--- src/rtl/sync_fifo_flex_if.sv ---
`default_nettype none
// +--------------------------------------------------------------------+
// | Module      : sync_fifo_flex_if                                    |
// | Description : Write/read handshake, data and status bundle for     |
// |               sync_fifo_flex. master = producer/consumer side,     |
// |               slave = FIFO side.                                   |
// | Revision    : 1.0 - initial release                                |
// +--------------------------------------------------------------------+
interface sync_fifo_flex_if #(
   parameter int ASIZE = 4,
   parameter int DSIZE = 8
);
   logic             flush;
   logic             wr_en;
   logic [DSIZE-1:0] din;
   logic             rd_en;
   logic [DSIZE-1:0] dout;
   logic             full;
   logic             empty;
   logic             almost_full;
   logic             almost_empty;
   logic [ASIZE:0]   count;
   logic             overflow;
   logic             underflow;

   modport master (
      output flush, wr_en, din, rd_en,
      input  dout, full, empty, almost_full, almost_empty, count, overflow, underflow
   );

   modport slave (
      input  flush, wr_en, din, rd_en,
      output dout, full, empty, almost_full, almost_empty, count, overflow, underflow
   );
endinterface
`default_nettype wire

--- src/rtl/sync_fifo_flex.sv ---
`default_nettype none
// +--------------------------------------------------------------------+
// | Module      : sync_fifo_flex                                       |
// | Description : Single-clock FIFO with optional first-word-fall-     |
// |               through read, almost-full/empty thresholds, count,   |
// |               synchronous flush and sticky overflow/underflow.     |
// | Revision    : 1.0 - initial release                                |
// +--------------------------------------------------------------------+
module sync_fifo_flex #(
   parameter int ASIZE     = 4,
   parameter int DSIZE     = 8,
   parameter int FWFT      = 0,
   parameter int AF_THRESH = 2**ASIZE - 2,
   parameter int AE_THRESH = 2
) (
   input  wire logic         clk,
   input  wire logic         rstn,
   sync_fifo_flex_if.slave   bus
);
   localparam int             DEPTH   = 2**ASIZE;
   localparam logic [ASIZE:0] DEPTH_C = (ASIZE+1)'(DEPTH);
   localparam logic [ASIZE:0] AF_C    = (ASIZE+1)'(AF_THRESH);
   localparam logic [ASIZE:0] AE_C    = (ASIZE+1)'(AE_THRESH);
   localparam logic [ASIZE:0] ONE_C   = (ASIZE+1)'(1);

   logic [DSIZE-1:0] mem [DEPTH];
   logic [ASIZE:0]   wr_ptr;
   logic [ASIZE:0]   rd_ptr;
   logic [ASIZE:0]   cnt;
   logic             ovf;
   logic             unf;
   logic             is_full;
   logic             is_empty;
   logic             wr_acc;
   logic             rd_acc;

   // Status flags decode only the count register, never the requests
   assign is_full          = (cnt == DEPTH_C);
   assign is_empty         = (cnt == '0);
   assign bus.full         = is_full;
   assign bus.empty        = is_empty;
   assign bus.almost_full  = (cnt >= AF_C);
   assign bus.almost_empty = (cnt <= AE_C);
   assign bus.count        = cnt;
   assign bus.overflow     = ovf;
   assign bus.underflow    = unf;

   // A request is honoured only against the flags held at the start of the cycle
   assign wr_acc = bus.wr_en && !is_full;
   assign rd_acc = bus.rd_en && !is_empty;

   // Pointers, occupancy and sticky error flags; flush beats any request
   always_ff @(posedge clk or negedge rstn) begin
      if (!rstn) begin
         wr_ptr <= '0;
         rd_ptr <= '0;
         cnt    <= '0;
         ovf    <= 1'b0;
         unf    <= 1'b0;
      end else if (bus.flush) begin
         wr_ptr <= '0;
         rd_ptr <= '0;
         cnt    <= '0;
         ovf    <= 1'b0;
         unf    <= 1'b0;
      end else begin
         if (wr_acc) wr_ptr <= wr_ptr + ONE_C;
         if (rd_acc) rd_ptr <= rd_ptr + ONE_C;
         case ({wr_acc, rd_acc})
            2'b10:   cnt <= cnt + ONE_C;
            2'b01:   cnt <= cnt - ONE_C;
            default: cnt <= cnt;
         endcase
         if (bus.wr_en && is_full)  ovf <= 1'b1;
         if (bus.rd_en && is_empty) unf <= 1'b1;
      end
   end

   // Storage array; contents are deliberately left unreset
   always_ff @(posedge clk) begin
      if (wr_acc && !bus.flush) mem[wr_ptr[ASIZE-1:0]] <= bus.din;
   end

   generate
      if (FWFT != 0) begin : g_fwft
         // Head word is always presented; meaningful only while not empty
         assign bus.dout = mem[rd_ptr[ASIZE-1:0]];
      end else begin : g_std
         // Registered read port: loads the head word on an accepted read
         always_ff @(posedge clk or negedge rstn) begin
            if (!rstn)            bus.dout <= '0;
            else if (bus.flush)   bus.dout <= '0;
            else if (rd_acc)      bus.dout <= mem[rd_ptr[ASIZE-1:0]];
         end
      end
   endgenerate
endmodule
`default_nettype wire
--- src/flat_wrapper.sv ---
// flat-port wrapper written by rule: the top's interface ports become plain ports
module sync_fifo_flex_flat 
#(
   parameter int ASIZE     = 4,
   parameter int DSIZE     = 8,
   parameter int FWFT      = 0,
   parameter int AF_THRESH = 2**ASIZE - 2,
   parameter int AE_THRESH = 2
)
  (clk, rstn, bus_flush, bus_wr_en, bus_din, bus_rd_en, bus_dout, bus_full, bus_empty, bus_almost_full, bus_almost_empty, bus_count, bus_overflow, bus_underflow);
  sync_fifo_flex_if #(.ASIZE(ASIZE), .DSIZE(DSIZE)) bus_i ();
  input  wire logic clk;
  input  wire logic rstn;
  input wire logic [$bits(bus_i.flush)-1:0] bus_flush;
  input wire logic [$bits(bus_i.wr_en)-1:0] bus_wr_en;
  input wire logic [$bits(bus_i.din)-1:0] bus_din;
  input wire logic [$bits(bus_i.rd_en)-1:0] bus_rd_en;
  output wire logic [$bits(bus_i.dout)-1:0] bus_dout;
  output wire logic [$bits(bus_i.full)-1:0] bus_full;
  output wire logic [$bits(bus_i.empty)-1:0] bus_empty;
  output wire logic [$bits(bus_i.almost_full)-1:0] bus_almost_full;
  output wire logic [$bits(bus_i.almost_empty)-1:0] bus_almost_empty;
  output wire logic [$bits(bus_i.count)-1:0] bus_count;
  output wire logic [$bits(bus_i.overflow)-1:0] bus_overflow;
  output wire logic [$bits(bus_i.underflow)-1:0] bus_underflow;
  assign bus_i.flush = bus_flush;
  assign bus_i.wr_en = bus_wr_en;
  assign bus_i.din = bus_din;
  assign bus_i.rd_en = bus_rd_en;
  assign bus_dout = bus_i.dout;
  assign bus_full = bus_i.full;
  assign bus_empty = bus_i.empty;
  assign bus_almost_full = bus_i.almost_full;
  assign bus_almost_empty = bus_i.almost_empty;
  assign bus_count = bus_i.count;
  assign bus_overflow = bus_i.overflow;
  assign bus_underflow = bus_i.underflow;
  sync_fifo_flex #(.ASIZE(ASIZE), .DSIZE(DSIZE), .FWFT(FWFT), .AF_THRESH(AF_THRESH), .AE_THRESH(AE_THRESH)) u_core (.clk(clk), .rstn(rstn), .bus(bus_i));
endmodule
--- config.mk ---
export PLATFORM = sky130hd
export DESIGN_NAME = sync_fifo_flex_flat
export DESIGN_NICKNAME = d
export VERILOG_FILES = /design/src/rtl/sync_fifo_flex_if.sv /design/src/rtl/sync_fifo_flex.sv /design/src/flat_wrapper.sv
export SDC_FILE = /design/constraint.sdc
export NUM_CORES = 1
export LEC_CHECK = 0
export ABC_CLOCK_PERIOD_IN_PS = 3140
export BUFFER_PORTS_ARGS = -buffer_cell sky130_fd_sc_hd__buf_2
export CAP_MARGIN = 0
export CORE_UTILIZATION = 61
export CTS_CLUSTER_SIZE = 20
export DETAILED_ROUTE_END_ITERATION = 7
export HOLD_SLACK_MARGIN = 0.05
export PLACE_DENSITY = 0.77
export SLEW_MARGIN = 25
export SYNTH_ARGS = -nofsm -noshare
export SYNTH_HDL_FRONTEND = slang
export SYNTH_SLANG_ARGS = --single-unit
--- constraint.sdc ---
create_clock -name clk -period 3.14 [get_ports clk]
set_input_delay 0.785 -clock clk [delete_from_list [all_inputs] [get_ports clk]]
set_output_delay 0.785 -clock clk [all_outputs]
set_load 0.01 [all_outputs]
==> out/qor.txt <==
CTS tree - done
Mean Syn Cell Area - 18.15 µm²
final wirelength - 12250 µm
Slew Viols, Final - 0
core area - 9864 µm²
initial antenna violation count - 0
hold slack - 0.2576 ns
root buf cell - clkbuf_8
cell breakdown of the critical path - nor4_4 > nand2_1 > nand2_1 > nor2_2 > xor2_1 > ha_1 > nor4_1 > nor2_1 > o21ai_0 > o21ai_0 > a211oi_2
maximum vdd drop - 0.0004773 V
Post-Syn Instances - 346
dpl hpwl - 7660 µm
Final setup viols - 0
Crit path largest cell delay - 0.51 ns
Via Count - 3245
top cells by area, synth - edfxtp_1 (61%), mux4_2 (11%), dfrtp_1 (9.2%)
CP Buf/Inv Count - 0
syn_nets - 366
Pre-Repair DR Iteration Count - 4
drt wl/cell - 22.98 µm
Final Hold Viols - 0
number of I/O pins - 32
GRT overflow - 0
sequential share of the synthesized area - 0.7037
RSZ-0062 raised after global routing - false
clock slew at reported path FFs - 0.06 ns
first-pass GRT wire length - 18650 µm
status - finished, final reports clean
Die ar. - 10700 µm²
clock sinks - 151
max_cap viols - 0
total CTS buffers - 17
drt drc - 0
WS Path Type - flip-flop to flip-flop
Post-DRT Antenna Nets - 0
Iter 0 DRT Violations - 260
CP Data Required Time - 3.57 ns
worst-skew pair later-pin latency - 0.52 ns
Slew @ Worst Pin - 0.8225 ns
largest net degree at the start of global routing - 36
Layout Cells excl Fill - 533
Yosys warning total - 0
mapped cell area - 6280 µm²
Placed Instances - 501
via-per-instance ratio - 6.088
Leak - 2.466 nW
crit start category - flip-flop
die span in y - 103.5 µm
crit path capture type - flip-flop
Synth-to-Final Area Change - 13.95%
most frequent cells in the layout - edfxtp_1 (128), mux4_2 (32), buf_2 (31)
Total GRT Usage - 0.2568
H-Tree Depth - 4
Worst path top cell family by delay - simple AND/OR/NAND/NOR gates
Reg-to-Reg End - u_core.bus.count[4]
worst path arrival time - 3.24 ns
minimum clock period - 2.815 ns
f_max - 355.2 MHz
Worst Clk Skew - 0.008551 ns
Die W - 103.5 µm
share of cells above drive strength 1 - 0.2950
FF+latch count, synth - 151
Cell variety after synth - 41
commonest non-fill, non-tap cell in the layout - edfxtp_1
Post-CTS Hold Buffers - 0
FF-to-FF setup slack - 0.32 ns
PD cells - 793.8 nW/µm²
Core Util, Final - 0.7254
IO Port Bufs - 31
post-cts resize count - 0
Clock Tree Buf Depth - 2
Rows - 36
Tcrit/Tclk final - 0.8966
Max-slew headroom - 0.4517
starting density of the core - 0.6366
Worst R2R Path Depth - 11
Worst path slowest cell - dfrtp_1
RD Place Congestion - 0.8479
NumNets Final - 407
Final TNS setup - 0 ns
Post-CTS Setup Inserts - 0
Ant. Diodes - 0
Hold Path Class - primary input to async pin
Worst R2R Start - u_core.bus.count[2]
Synth area leader - edfxtp_1
CP max FO - 10
post-synth top area share - 0.6121
vias in the first global route - 3268
-- per-stage QoR --
step           power, mW  worst slack, ns  cell area [µm²]
3_3_place_gp       3.733           0.5880             6583
5_1_grt            5.907           0.1614             7156
3_5_place_dp       3.768           0.3934             6583
2_1_floorplan      3.431           0.6025             6280
6_report           5.680           0.3246             7156
4_1_cts            5.707           0.3526             7156
-- routing by layer --
layer,routed length (µm),vias up,track usage
li1,-,1461,-
met1,5057,1663,0.3500
met3,783,9,0.05175
met5,0,-,0
met4,69,0,0.1159
met2,6340,112,0.4070
-- flip-flops by register name (all words and copies together), names as in the netlist --
signal	flops
u_core.rd_ptr	4
u_core.bus.overflow	1
u_core.wr_ptr	4
u_core.bus.underflow	1
u_core.mem	128
u_core.bus.count	5
u_core.bus.dout	8
-- worst reg2reg max path: cells and delay by family (launching register included) --
kind / cells / cell delay (ns)
AO/OA/AOI/OAI: 3 / 0.53
flip-flops: 1 / 0.51
XOR/XNOR: 1 / 0.15
AND/OR/NAND/NOR: 6 / 1.31
adder cells (fa/ha/maj): 1 / 0.25
-- Yosys cell counts --
cell type / instances
a211oi_1: 1
nor2_2: 1
edfxtp_1: 128
dfrtp_1: 23
buf_4: 1
buf_1: 1
nand2_1: 9
nor4b_1: 1
a21oi_1: 7
nor2_1: 21
a211oi_2: 2
nor3_1: 5
o22ai_1: 1
buf_6: 3
and2_4: 1
xnor2_1: 3
nand3_2: 2
o221ai_1: 8
nor4_1: 2
nor4_4: 1
mux4_2: 32
o21ai_1: 1
nand3b_1: 9
xor2_1: 7
or4_4: 1
nand4_1: 2
nor3b_1: 1
ha_1: 7
o21ai_0: 4
a32oi_1: 1
nand3_1: 2
buf_2: 9
inv_1: 5
a2111oi_0: 1
mux2i_1: 20
clkbuf_1: 7
nand2b_1: 1
o221a_4: 1
a21boi_2: 1
or3_1: 1
and2_1: 12
-- cell type report --
cell class                      count  area, µm²
Timing Repair Buffer               43      245.2
Multi-Input combinational cell    169       1732
Clock inverter                     14      155.1
Sequential cell                   151       4420
Tap cell                          133      166.4
Clock buffer                       18      417.9
Inverter                            5      18.77
Fill cell                         569       2709
-- worst max path at each step --
stage	depth (start not counted)	from	end	slack [ns]
3_3_place_gp	10	u_core.bus.count[2]	u_core.bus.count[4]	0.59
3_5_place_dp	10	u_core.bus.count[2]	u_core.bus.count[4]	0.39
5_1_grt	11	u_core.bus.count[2]	u_core.bus.count[4]	0.16
4_1_cts	4	u_core.bus.count[2]	bus_empty	0.35
2_1_floorplan	13	u_core.bus.count[2]	u_core.bus.count[4]	0.60
6_report	11	u_core.bus.count[2]	u_core.bus.count[4]	0.32
-- kinds of logic after synthesis --
| group | after synthesis | share of synthesized area |
|---|---|---|
| simple gates | 72 | 0.06555 |
| buf+inv | 26 | 0.02152 |
| flops | 151 | 0.7037 |
| xor+xnor | 10 | 0.01395 |
| fa+ha+maj | 7 | 0.01395 |
| mux | 52 | 0.1466 |
| compound gates | 28 | 0.03467 |
-- report_power, final --
group          total, mW  internal [mW]  switching (mW)
Sequential          2.45           2.27           0.179
Clock               1.95           1.09           0.855
Combinational       1.28          0.631           0.652
Total               5.68           3.99            1.69
(Power assumes the default switching activity.)
